[config.mk]
export PLATFORM = sky130hd
export DESIGN_NAME = fft_sample_loader_flat
export DESIGN_NICKNAME = d
export VERILOG_FILES = /design/src/rtl/fft_sample_loader_pkg.sv /design/src/rtl/fft_sample_loader_if.sv /design/src/rtl/sample_bank_buffer.sv /design/src/rtl/fft_sample_loader.sv /design/src/flat_wrapper.sv
export SDC_FILE = /design/constraint.sdc
export NUM_CORES = 1
export LEC_CHECK = 0
export CORE_ASPECT_RATIO = 0.9
export CORE_MARGIN = 2
export CORE_UTILIZATION = 46
export CTS_CLUSTER_DIAMETER = 120
export DETAILED_ROUTE_END_ITERATION = 7
export GPL_TIMING_DRIVEN = 0
export PLACE_DENSITY_LB_ADDON = 0.1
export SLEW_MARGIN = 20
export SYNTH_ARGS = -nofsm -noshare
export SYNTH_HDL_FRONTEND = slang
export SYNTH_SLANG_ARGS = --single-unit
[constraint.sdc]
create_clock -name clk -period 3.6 [get_ports clk]
set_clock_uncertainty 0.2 [all_clocks]
set_input_delay 0.54 -clock clk [delete_from_list [all_inputs] [get_ports clk]]
set_output_delay 0.54 -clock clk [all_outputs]
set_load 0.01 [all_outputs]
[src/rtl/fft_sample_loader_pkg.sv]
// Shared FFT defaults and the sample-loader state encoding.
package fft_sample_loader_pkg;

  localparam int unsigned DefWordSize   = 16;
  localparam int unsigned DefAddrSize   = 3;
  localparam int unsigned DefNumSamples = 32;

  typedef enum logic [1:0] {
    StFill,
    StFull,
    StLoad,
    StHandshake
  } loader_state_e;

endpackage

[src/rtl/fft_sample_loader_if.sv]
// Sample-stream and RAM-load bundle between the sample loader and its environment.
interface fft_sample_loader_if
  import fft_sample_loader_pkg::*;
#(
  parameter int unsigned WORDSIZE = DefWordSize,
  parameter int unsigned ADDRSIZE = DefAddrSize
) ();

  logic [WORDSIZE-1:0] s_data;
  logic                s_valid;
  logic                s_ready;
  logic                ld_data;
  logic                ld_done;
  logic                ld_valid;
  logic [ADDRSIZE-1:0] ld_addr;
  logic [WORDSIZE-1:0] data_in0;
  logic [WORDSIZE-1:0] data_in1;
  logic [WORDSIZE-1:0] data_in2;
  logic [WORDSIZE-1:0] data_in3;
  logic                frame_full;

  // The loader's own view.
  modport master (
    input  s_data, s_valid, ld_data,
    output s_ready, ld_done, ld_valid, ld_addr,
    output data_in0, data_in1, data_in2, data_in3, frame_full
  );

  // Sample source and FFT top-level view.
  modport slave (
    output s_data, s_valid, ld_data,
    input  s_ready, ld_done, ld_valid, ld_addr,
    input  data_in0, data_in1, data_in2, data_in3, frame_full
  );

endinterface

[src/rtl/sample_bank_buffer.sv]
// Frame store: 4 lanes x NUMSAMPLES/4 words, one write port, 4-wide read at one address.
module sample_bank_buffer
  import fft_sample_loader_pkg::*;
#(
  parameter int unsigned WORDSIZE   = DefWordSize,
  parameter int unsigned ADDRSIZE   = DefAddrSize,
  parameter int unsigned NUMSAMPLES = DefNumSamples
) (
  input  logic                     clk,
  input  logic                     we,
  input  logic [1:0]               wr_lane,
  input  logic [ADDRSIZE-1:0]      wr_addr,
  input  logic [WORDSIZE-1:0]      wr_data,
  input  logic [ADDRSIZE-1:0]      rd_addr,
  output logic [3:0][WORDSIZE-1:0] rd_data
);

  localparam int unsigned Depth = NUMSAMPLES / 4;

  logic [WORDSIZE-1:0] mem [4][Depth];

  always_ff @(posedge clk) begin
    if (we) begin
      mem[wr_lane][wr_addr] <= wr_data;
    end
  end

  always_comb begin
    rd_data = '0;
    for (int l = 0; l < 4; l++) begin
      rd_data[l] = mem[l][rd_addr];
    end
  end

endmodule

[src/rtl/fft_sample_loader.sv]
// Buffers one frame of serial samples and streams it four words per cycle into the FFT RAM banks.
module fft_sample_loader
  import fft_sample_loader_pkg::*;
#(
  parameter int unsigned WORDSIZE   = DefWordSize,
  parameter int unsigned ADDRSIZE   = DefAddrSize,
  parameter int unsigned NUMSAMPLES = DefNumSamples
) (
  input logic                 clk,
  input logic                 rst,
  fft_sample_loader_if.master bus
);

  localparam int unsigned NumGroups = NUMSAMPLES / 4;
  localparam int unsigned CntW      = $clog2(NUMSAMPLES) + 1;

  localparam logic [CntW-1:0]     LastSample = CntW'(NUMSAMPLES - 1);
  localparam logic [ADDRSIZE-1:0] LastGroup  = ADDRSIZE'(NumGroups - 1);

  loader_state_e                state_q, state_d;
  logic [CntW-1:0]              fill_cnt_q, fill_cnt_d;
  logic [ADDRSIZE-1:0]          grp_q, grp_d;
  logic                         s_ready_q;
  logic                         frame_full_q;
  logic                         ld_done_q, ld_done_d;
  logic                         ld_valid_q, ld_valid_d;
  logic [ADDRSIZE-1:0]          ld_addr_q, ld_addr_d;
  logic [3:0][WORDSIZE-1:0]     data_q, data_d;
  logic [3:0][WORDSIZE-1:0]     rd_data;
  logic                         accept;

  // s_ready_q is only ever high in FILL, so it gates acceptance on its own.
  assign accept = bus.s_valid && s_ready_q;

  sample_bank_buffer #(
    .WORDSIZE  (WORDSIZE),
    .ADDRSIZE  (ADDRSIZE),
    .NUMSAMPLES(NUMSAMPLES)
  ) u_buffer (
    .clk    (clk),
    .we     (accept),
    .wr_lane(fill_cnt_q[1:0]),
    .wr_addr(fill_cnt_q[ADDRSIZE+1:2]),
    .wr_data(bus.s_data),
    .rd_addr(grp_q),
    .rd_data(rd_data)
  );

  always_comb begin
    state_d    = state_q;
    fill_cnt_d = fill_cnt_q;
    grp_d      = grp_q;
    ld_done_d  = ld_done_q;
    ld_valid_d = 1'b0;
    ld_addr_d  = ld_addr_q;
    data_d     = data_q;
    unique case (state_q)
      StFill: begin
        if (accept) begin
          fill_cnt_d = fill_cnt_q + 1'b1;
          if (fill_cnt_q == LastSample) state_d = StFull;
        end
      end
      StFull: begin
        if (bus.ld_data) begin
          state_d = StLoad;
          grp_d   = '0;
        end
      end
      StLoad: begin
        if (!bus.ld_data) begin
          // Aborted load: keep the frame, restart from group 0 on the next request.
          state_d = StFull;
          grp_d   = '0;
        end else begin
          ld_valid_d = 1'b1;
          ld_addr_d  = grp_q;
          data_d     = rd_data;
          if (grp_q == LastGroup) begin
            grp_d   = '0;
            state_d = StHandshake;
          end else begin
            grp_d = grp_q + 1'b1;
          end
        end
      end
      StHandshake: begin
        if (!bus.ld_data) begin
          state_d    = StFill;
          ld_done_d  = 1'b0;
          fill_cnt_d = '0;
        end else begin
          ld_done_d = 1'b1;
        end
      end
      default: state_d = StFill;
    endcase
  end

  always_ff @(posedge clk or posedge rst) begin
    if (rst) begin
      state_q      <= StFill;
      fill_cnt_q   <= '0;
      grp_q        <= '0;
      s_ready_q    <= 1'b0;
      frame_full_q <= 1'b0;
      ld_done_q    <= 1'b0;
      ld_valid_q   <= 1'b0;
      ld_addr_q    <= '0;
      data_q       <= '0;
    end else begin
      state_q      <= state_d;
      fill_cnt_q   <= fill_cnt_d;
      grp_q        <= grp_d;
      s_ready_q    <= (state_d == StFill);
      frame_full_q <= (state_d != StFill);
      ld_done_q    <= ld_done_d;
      ld_valid_q   <= ld_valid_d;
      ld_addr_q    <= ld_addr_d;
      data_q       <= data_d;
    end
  end

  assign bus.s_ready    = s_ready_q;
  assign bus.frame_full = frame_full_q;
  assign bus.ld_done    = ld_done_q;
  assign bus.ld_valid   = ld_valid_q;
  assign bus.ld_addr    = ld_addr_q;
  assign bus.data_in0   = data_q[0];
  assign bus.data_in1   = data_q[1];
  assign bus.data_in2   = data_q[2];
  assign bus.data_in3   = data_q[3];

endmodule

[src/flat_wrapper.sv]
// flat-port wrapper written by rule: the top's interface ports become plain ports
module fft_sample_loader_flat import fft_sample_loader_pkg::*;
#(
  parameter int unsigned WORDSIZE   = DefWordSize,
  parameter int unsigned ADDRSIZE   = DefAddrSize,
  parameter int unsigned NUMSAMPLES = DefNumSamples
)
  (clk, rst, bus_s_data, bus_s_valid, bus_ld_data, bus_s_ready, bus_ld_done, bus_ld_valid, bus_ld_addr, bus_data_in0, bus_data_in1, bus_data_in2, bus_data_in3, bus_frame_full);
  fft_sample_loader_if #(.WORDSIZE(WORDSIZE), .ADDRSIZE(ADDRSIZE)) bus_i ();
  input logic clk;
  input logic rst;
  input wire logic [$bits(bus_i.s_data)-1:0] bus_s_data;
  input wire logic [$bits(bus_i.s_valid)-1:0] bus_s_valid;
  input wire logic [$bits(bus_i.ld_data)-1:0] bus_ld_data;
  output wire logic [$bits(bus_i.s_ready)-1:0] bus_s_ready;
  output wire logic [$bits(bus_i.ld_done)-1:0] bus_ld_done;
  output wire logic [$bits(bus_i.ld_valid)-1:0] bus_ld_valid;
  output wire logic [$bits(bus_i.ld_addr)-1:0] bus_ld_addr;
  output wire logic [$bits(bus_i.data_in0)-1:0] bus_data_in0;
  output wire logic [$bits(bus_i.data_in1)-1:0] bus_data_in1;
  output wire logic [$bits(bus_i.data_in2)-1:0] bus_data_in2;
  output wire logic [$bits(bus_i.data_in3)-1:0] bus_data_in3;
  output wire logic [$bits(bus_i.frame_full)-1:0] bus_frame_full;
  assign bus_i.s_data = bus_s_data;
  assign bus_i.s_valid = bus_s_valid;
  assign bus_i.ld_data = bus_ld_data;
  assign bus_s_ready = bus_i.s_ready;
  assign bus_ld_done = bus_i.ld_done;
  assign bus_ld_valid = bus_i.ld_valid;
  assign bus_ld_addr = bus_i.ld_addr;
  assign bus_data_in0 = bus_i.data_in0;
  assign bus_data_in1 = bus_i.data_in1;
  assign bus_data_in2 = bus_i.data_in2;
  assign bus_data_in3 = bus_i.data_in3;
  assign bus_frame_full = bus_i.frame_full;
  fft_sample_loader #(.WORDSIZE(WORDSIZE), .ADDRSIZE(ADDRSIZE), .NUMSAMPLES(NUMSAMPLES)) u_core (.clk(clk), .rst(rst), .bus(bus_i));
endmodule
* Yosys cells after proc, flatten, opt, wreduce, memory -nomap -nowiden
Memories as Yosys holds them, arrays and structs flattened.
Index checks and enable logic that the tools add are counted.
** Operators by class
- Eq/ne operators :: 8
- Add/sub/neg operators :: 2
- Order comparisons :: 3
- Reductions and logical operators :: 10
- Bitwise gates (word level) :: 2
- Muxes and demuxes :: 32
** Operators with widths (count)
- binary-select mux 16 bit (select 3 bit) :: 4
- 2-to-1 mux 16 bit :: 9
- 2-to-1 mux 128 bit :: 1
- demux 16 bit (select 3 bit) :: 1
- 2-to-1 mux 2 bit :: 6
- 2-to-1 mux 6 bit :: 2
- case mux 6 bit (2 select lines) :: 1
- 2-to-1 mux 3 bit :: 3
- >= comparator 4 bit, second input constant :: 2
- inverter 3 -> 4 bit :: 2
- case mux 2 bit (4 select lines) :: 1
- adder 6 x 1 -> 6 bit, second input constant :: 1
- equality test 6 x 5 -> 1 bit, second input constant :: 1
- case mux 3 bit (2 select lines) :: 1
- nonzero test 2 bit :: 3
- equality test 2 bit, second input constant :: 2
- zero test 2 bit :: 2
- < comparator 4 x 1 -> 1 bit, second input constant :: 1
- != test 2 bit, second input constant :: 2
- AND reduction 2 bit :: 2
- adder 3 x 1 -> 3 bit, second input constant :: 1
- equality test 3 bit, second input constant :: 1
- 2-to-1 mux 1 bit :: 3
- AND reduction 3 bit :: 1
- other kinds (3) :: 4
** Storage, ports and cells
- Input port bits :: 20
- Bits in writable memories :: 512
- Output and inout bits :: 71
- Flip-flop bits (word level) :: 82
- Memories :: 1
** Memories
- u_core.u_buffer.mem :: depth 4, width 128, read ports 4, clocked after Yosys merged registers in 0, wr ports 1, RTL line sample_bank_buffer.sv:20 : logic [WORDSIZE-1:0] mem [4][Depth];

* Longest topological paths before layout
Gate-level depths: netlist of the first run.
- Depth after elaboration :: 6
- Depth in mapped cells :: 6

* Modules after synthesis
A second synthesis of the first run with hierarchy kept.
** Unflattened totals
- Cell total of the unflattened synthesis :: 1000
- Area, all modules :: 22749.3 um^2
** By module, submodules not included
- sample_bank_buffer :: cells an instance 786, times used 1, area each 19437.4 um^2
- fft_sample_loader :: cells an instance 214, times used 1, area each 3311.9 um^2

* Least setup slack after synthesis of the first run
OpenSTA, ideal clock, no wires.
- Path type :: reg-to-reg
- Start point :: register u_core.fill_cnt_q[0]
- End point :: memory u_core.u_buffer.mem[3][48] (netlist name) (enable)
- Path buffers :: 1
- Arrival :: 2421 ps
- Required time :: 2970 ps
- Cell stages (with the launch flop) :: 5
- Path slack :: 548 ps
- Period minus slack after synthesis :: 3052 ps
- Cells stage by stage :: dfrtp_1 > ha_1 > inv_1 > clkbuf_1 > nor4_1
** RTL lines
- start, declared :: RTL line fft_sample_loader.sv:21 : logic [CntW-1:0] fill_cnt_q, fill_cnt_d;
- start signal, assigned :: RTL line fft_sample_loader.sv:113 : fill_cnt_q <= fill_cnt_d;
- end, declared :: RTL line sample_bank_buffer.sv:20
Straight into the memory's write port.

* Worst setup path in the final report of the first run
- Start point :: input port bus_s_valid
- End point :: memory u_core.u_buffer.mem[1][58] (netlist name) (enable)
** On the way
- Longest elaborated chain between the ends :: 3
** RTL lines
- start, declared :: RTL line flat_wrapper.sv:13 : input wire logic [$bits(bus_i.s_valid)-1:0] bus_s_valid;
- logical AND 1 bit :: RTL line fft_sample_loader.sv:33 : assign accept = bus.s_valid && s_ready_q;
- 2-to-1 mux 1 bit :: RTL line sample_bank_buffer.sv:23 : if (we) begin
- 2-to-1 mux 128 bit (implied by the code) :: RTL line sample_bank_buffer.sv:24 : mem[wr_lane][wr_addr] <= wr_data;
No other way between the ends.

==> reports/qor.txt, run 1 <==
RSZ-0062 raised after global routing - no
crit share post-route - 0.7646
core area - 0.05026 mm^2
Layout Utilization - 0.5462
Fin. Hold Viols - 0
design area - 0.02745 mm^2
H-tree levels - 2
Clk Latency, worst-skew pair - 620 ps
syn avg cell area - 18.08 um^2
dpl ws - 78.55 ps
clk buf depth - 3
area of the multi-input gates - 0.005450 mm^2
router iterations before antenna repair - 5
fill cell count - 4,041
Sequential Area - 0.01743 mm^2
crit-path max FO - 16
gpl congestion - 0.7598
first-pass GRT wire length - 82.30 mm
hold_ws - 83.69 ps
Slowest-stage cell, CP - and2_1
Slew @ Worst Pin - 1105 ps
initial core utilization - 0.4651
worst reg-to-reg setup slack - 900 ps
fin nets - 1,499
routed vias - 12,090
largest net degree at the start of global routing - 52
number of gates resized after CTS - 0
Rel. slew slack - 0.2634
grt total ovfl - 0
yosys warns - 0
Netlist cell types - 39
area of the mapped netlist - 0.02338 mm^2
Num CTS Buffers - 60
FFs w/ async S/R, synth - 0.1380
layout cells sized above 1 - 0.2613
syn nets - 1,319
maximum vdd drop - 0.4542 mV
sequence of cells on the critical path - clkdlybuf4s50_1, nand3_1, nor3_1, and2_1
reg2reg end - u_core.u_buffer.mem[1][58]$_DFFE_PP_
Post-synth top cells - edfxtp_1 (512), mux2_2 (133), mux2i_1 (129), dfrtp_1 (82), nand2_1 (71)
Die H - 217.9 um
clk sinks - 594
max incr delay on CP - 860 ps
remaining antenna violation count - 0
number of global-route vias before repair - 12,510
critical path capture point type - flop
post-synthesis sequential area ratio - 0.7455
Yosys reg bits - 594
Final WS setup - 847.5 ps
die area - 0.05264 mm^2
Critical Path RT - 3620 ps
hpwl dp - 34.29 mm
I/O Buffers - 89
Worst setup startpoint - bus_s_valid
number of flops mapped to enable cells by yosys - 512
overall routing resource usage - 0.2153
area leader, netlist - edfxtp_1
status - finished, final reports clean
Setup-failing EPs final - 0
largest cells by area after synthesis - edfxtp_1 (66%), dfrtp_1 (8.8%), mux2_2 (6.4%)
top cell type's share of synthesized area - 0.6577
synthesized instance count - 1,293
Area after DPL - 0.02542 mm^2
vias per cell - 5.487
CTS tree - built
hold buffers post-CTS - 1
# IOs - 91
PwrDens - 600.6 mW/mm^2
die width - 241.6 um
Setup crit start kind - input pin
Worst Reg-to-Reg Cells - 3
Layout area overhead - 17.44%
Hold Path Class - in -> async
Remaining DRCs - 0
Clk pin slew, worst setup/hold paths - 60 ps
Worst Path Arrival - 2770 ps
Post-CTS Setup Repair Bufs - 0
Iter 0 DRT Violations - 1,011
Synth Flop Type - edfxtp_1
Pleak - 9.271 nW
achievable clock frequency - 363.3 MHz
min Tclk post-route - 2752 ps
Max-Cap Viols - 0
final WL - 56.29 mm
Critical R2R Launch - u_core.bus.s_ready$_DFF_PP0_
most common cell in the netlist - edfxtp_1
std cell rows - 78
DR WL/cell - 25.54 um
antenna violations before repair - 2
CP Class - in -> reg
fin. max-slew vios - 0
CTS Root Cell - clkbuf_16
==> stage by stage <==
stage / std cells / setup TNS (ps) / power (mW)
after global placement: 2062 / -261740 / 10.22
after floorplan: 1293 / 0 / 9.429
after global routing: 2203 / 0 / 17.09
final: 2204 / 0 / 16.49
after CTS: 2202 / 0 / 16.62
after detailed placement: 2089 / 0 / 10.31
==> per-layer routing <==
| metal | routed length, um | GRT usage | up-vias | share of wire |
|---|---|---|---|---|
| li1 | - | - | 5488 | - |
| met1 | 25760 | 0.3009 | 6262 | 0.46 |
| met2 | 26850 | 0.3513 | 286 | 0.48 |
| met3 | 2780 | 0.04000 | 58 | 0.049 |
| met4 | 898 | 0.05176 | 0 | 0.016 |
| met5 | 0 | 0 | - | 0 |
==> worst max-delay path, delay by kind of cell <==
family | cells | cell delay, ps
buffers and inverters | 1 | 620
and+or+nand+nor | 3 | 1590
==> registers in the layout (all words and copies together) (netlist names) <==
signal and flops:
u_core.u_buffer.mem 512, u_core.bus.data_in0 16, u_core.bus.data_in1 16, u_core.bus.data_in2 16
u_core.bus.data_in3 16, u_core.fill_cnt_q 6, u_core.bus.ld_addr 3, u_core.grp_q 3
u_core.state_q 2, u_core.bus.frame_full 1, u_core.bus.ld_done 1, u_core.bus.ld_valid 1
u_core.bus.s_ready 1
==> cells in the final DEF (no fill, tap or decap), drive strengths merged, types with 2 or more instances in the layout <==
| master | synthesis | final |
|---|---|---|
| mux2i | 129 | 129 |
| o21ai | 5 | 5 |
| dfrtp | 82 | 82 |
| nand2b | 4 | 4 |
| clkinv | 0 | 23 |
| o31ai | 67 | 67 |
| a21oi | 6 | 6 |
| bufinv | 0 | 8 |
| nor2 | 8 | 8 |
| o2bb2ai | 2 | 2 |
| mux2 | 133 | 133 |
| o22ai | 63 | 63 |
| nand2 | 71 | 71 |
| edfxtp | 512 | 512 |
| clkdlybuf4s50 | 0 | 73 |
| nand3b | 3 | 3 |
| clkbuf | 25 | 104 |
| a22o | 65 | 65 |
| nor3 | 8 | 8 |
| inv | 8 | 9 |
| nand3 | 2 | 2 |
| nor2b | 2 | 2 |
| or3 | 2 | 2 |
| ha | 6 | 6 |
| nor4 | 2 | 2 |
| or4 | 3 | 3 |
| buf | 54 | 98 |
| and2 | 24 | 24 |
==> cell type report <==
type,instances,area share
sequential,594,0.6348
multi-input combinational,612,0.1985
clock buffer,79,0.05989
timing repair buffer,118,0.04257
tap,680,0.03099
buffer,79,0.01873
clock inverter,33,0.01317
inverter,8,0.001276
antenna,1,0.00009115
==> report_power, final <==
part	total (mW)	leakage (nW)	switching, mW	internal (mW)
Sequential	8.11	5.72	0.152	7.96
Combinational	2.04	2.56	1.24	0.798
Clock	6.34	0.992	2.57	3.77
Total	16.5	9.27	3.96	12.5
==> worst max path at each step <==
stage	to	slack (ps)	cells past startpoint
global route	u_core.u_buffer.mem[1][58]$_DFFE_PP_	760	4
CTS	u_core.u_buffer.mem[2][126]$_DFFE_PP_	750	4
floorplan	u_core.u_buffer.mem[3][48]$_DFFE_PP_	550	4
detailed placement	u_core.u_buffer.mem[2][120]$_DFFE_PP_	80	4
global placement	u_core.u_buffer.mem[3][113]$_DFFE_PP_	-1850	3
finish	u_core.u_buffer.mem[1][58]$_DFFE_PP_	850	4
==> kinds of logic after synthesis <==
logic type | after synthesis | synth area share
adder cells (fa/ha/maj) | 6 | 0.003211
buffers and inverters | 87 | 0.02328
AO/OA/AOI/OAI | 212 | 0.08088
AND/OR/NAND/NOR | 132 | 0.02783
flip-flops | 594 | 0.7455
multiplexers | 262 | 0.1193
No activity file was read; power rests on OpenSTA's default activity.
==> run 2, diff against run 1 <==
- clock period: 3.6 -> 2.34 ns (I/O delays scaled with it)
==> reports/qor.txt, run 2 (synthesis gave the netlist of run 1 again) <==
min Tclk post-route - 2245 ps
antenna violations before repair - 2
Max-Cap Viols - 0
Die H - 217.9 um
first-pass GRT wire length - 82.79 mm
core area - 0.05026 mm^2
Largest Register - u_core.u_buffer.mem
Final WS setup - 95.15 ps
crit share post-route - 0.9593
fin. max-slew vios - 0
critical path capture point type - output pin
final WL - 57.05 mm
clock power share - 0.367
H-tree levels - 2
initial core utilization - 0.4651
vias per cell - 5.542
Internal Pwr Total - 18.78 mW
largest net degree at the start of global routing - 33
most frequent cells in the layout - edfxtp_1 (512), mux2_2 (133), mux2i_1 (129)
overall routing resource usage - 0.2175
Clk Latency, worst-skew pair - 610 ps
Slowest-stage cell, CP - clkdlybuf4s50_1
# IOs - 91
number of global-route vias before repair - 12,470
Num CTS Buffers - 59
router iterations before antenna repair - 5
grt total ovfl - 0
Iter 0 DRT Violations - 896
die area - 0.05264 mm^2
Critical R2R Launch - u_core.fill_cnt_q[3]$_DFFE_PP0P_
routed vias - 12,280
I/O Buffers - 89
Fin. Hold Viols - 0
dpl ws - -959.9 ps
Critical Path RT - 1790 ps
Setup crit start kind - flop
most common cell after layout, fill and taps aside - edfxtp_1
CP Class - reg -> out
achievable clock frequency - 445.5 MHz
status - finished, final reports clean
RSZ-0062 raised after global routing - yes
CP top delay family - buffers and inverters
hold path endpoint - u_core.u_buffer.mem[2][124]$_DFFE_PP_
combinational share of power - 0.133
Pleak - 9.359 nW
PwrDens - 903.4 mW/mm^2
remaining antenna violation count - 0
die width - 241.6 um
Sw Share - 0.2466
Remaining DRCs - 0
CTS Root Cell - clkbuf_16
Layout area overhead - 18.04%
Clk pin slew, worst setup/hold paths - 60 ps
max reg flops - 512
crit-path max FO - 4
sequence of cells on the critical path - clkdlybuf4s50_1
DR WL/cell - 25.75 um
reg2reg end - u_core.u_buffer.mem[0][3]$_DFFE_PP_
hold_ws - 31.76 ps
Rel. slew slack - 0.3730
Min-Delay Startpoint - bus_s_data[12]
design area - 0.02759 mm^2
CTS tree - built
Setup-failing EPs final - 0
max incr delay on CP - 590 ps
fin nets - 1,510
layout cells sized above 1 - 0.2790
sequential power share - 0.501
Worst Reg-to-Reg Cells - 4
hold depth - 1
hpwl dp - 35.03 mm
Worst Path Arrival - 1690 ps
worst reg-to-reg setup slack - 110 ps
fill cell count - 4,009
Area after DPL - 0.02550 mm^2
Slew @ Worst Pin - 940.6 ps
Hold Path Class - in -> reg
clk sinks - 594
clk buf depth - 3
gpl congestion - 0.7396
maximum vdd drop - 0.6791 mV
Switching Power - 6.147 mW
Buf+Inv Stages, Crit Path - 1
std cell rows - 78
## run 2: routing by layer
metal  vias up  share of wire  track usage
li1       5495              -            -
met1      6359           0.46       0.3098
met2       345           0.47       0.3517
met3        83          0.047      0.03237
met4         0          0.020      0.05839
met5         -              0            0
## run 2: repair_timing
action | 4_1_cts | 5_1_grt
setup endpoints to repair | 498 | 357
buffers inserted | 4 | 2
gates resized for setup | 46 | 13
endpoints found under the hold margin | 86 | 0
hold buffers | 8 | 0
pin swaps | 2 | 4
## run 2: layout make-up
class                           instances  area (um^2)  share of cell area
Tap cell                              680        850.8             0.03083
Timing Repair Buffer                  130         1325             0.04802
Clock inverter                         23        153.9            0.005577
Clock buffer                           88         1708             0.06190
Inverter                                8        33.78            0.001224
Buffer                                 79        529.3             0.01918
Multi-Input combinational cell        612         5560              0.2015
Sequential cell                       594        17430              0.6316
Antenna cell                            2        5.005           0.0001814
## run 2: stage by stage
stage | power [mW] | utilization | TNS (ps) | cells
finish | 24.93 | 0.5490 | 0 | 2216
global route | 25.78 | 0.5489 | -287.4 | 2214
CTS | 25.08 | 0.5480 | -546.6 | 2212
detailed placement | 15.91 | 0.5073 | -341170 | 2089
global placement | 15.76 | 0.5001 | -606830 | 2062
floorplan | 14.52 | - | -27970 | 1293
## run 2: how the worst max path moves through the flow
stage,start,endpoint,slack [ps],cells past startpoint
6_report,u_core.bus.s_ready$_DFF_PP0_,bus_s_ready,100,1
3_5_place_dp,bus_s_valid,u_core.u_buffer.mem[2][116]$_DFFE_PP_,-960,4
3_3_place_gp,bus_s_valid,u_core.u_buffer.mem[3][82]$_DFFE_PP_,-2190,3
2_1_floorplan,u_core.fill_cnt_q[0]$_DFFE_PP0P_,u_core.u_buffer.mem[3][100]$_DFFE_PP_,-270,4
4_1_cts,u_core.bus.s_ready$_DFF_PP0_,u_core.u_buffer.mem[2][124]$_DFFE_PP_,-40,3
5_1_grt,u_core.fill_cnt_q[3]$_DFFE_PP0P_,u_core.u_buffer.mem[0][7]$_DFFE_PP_,-20,4
## run 2: power groups by stage
stage          Combinational, mW  Sequential, mW  Clock (mW)
6_report                    3.31            12.5        9.14
3_5_place_dp                3.21            12.7           0
3_3_place_gp                3.05            12.7           0
2_1_floorplan               1.82            12.7           0
4_1_cts                     3.30            12.5        9.30
5_1_grt                     3.55            12.5        9.70
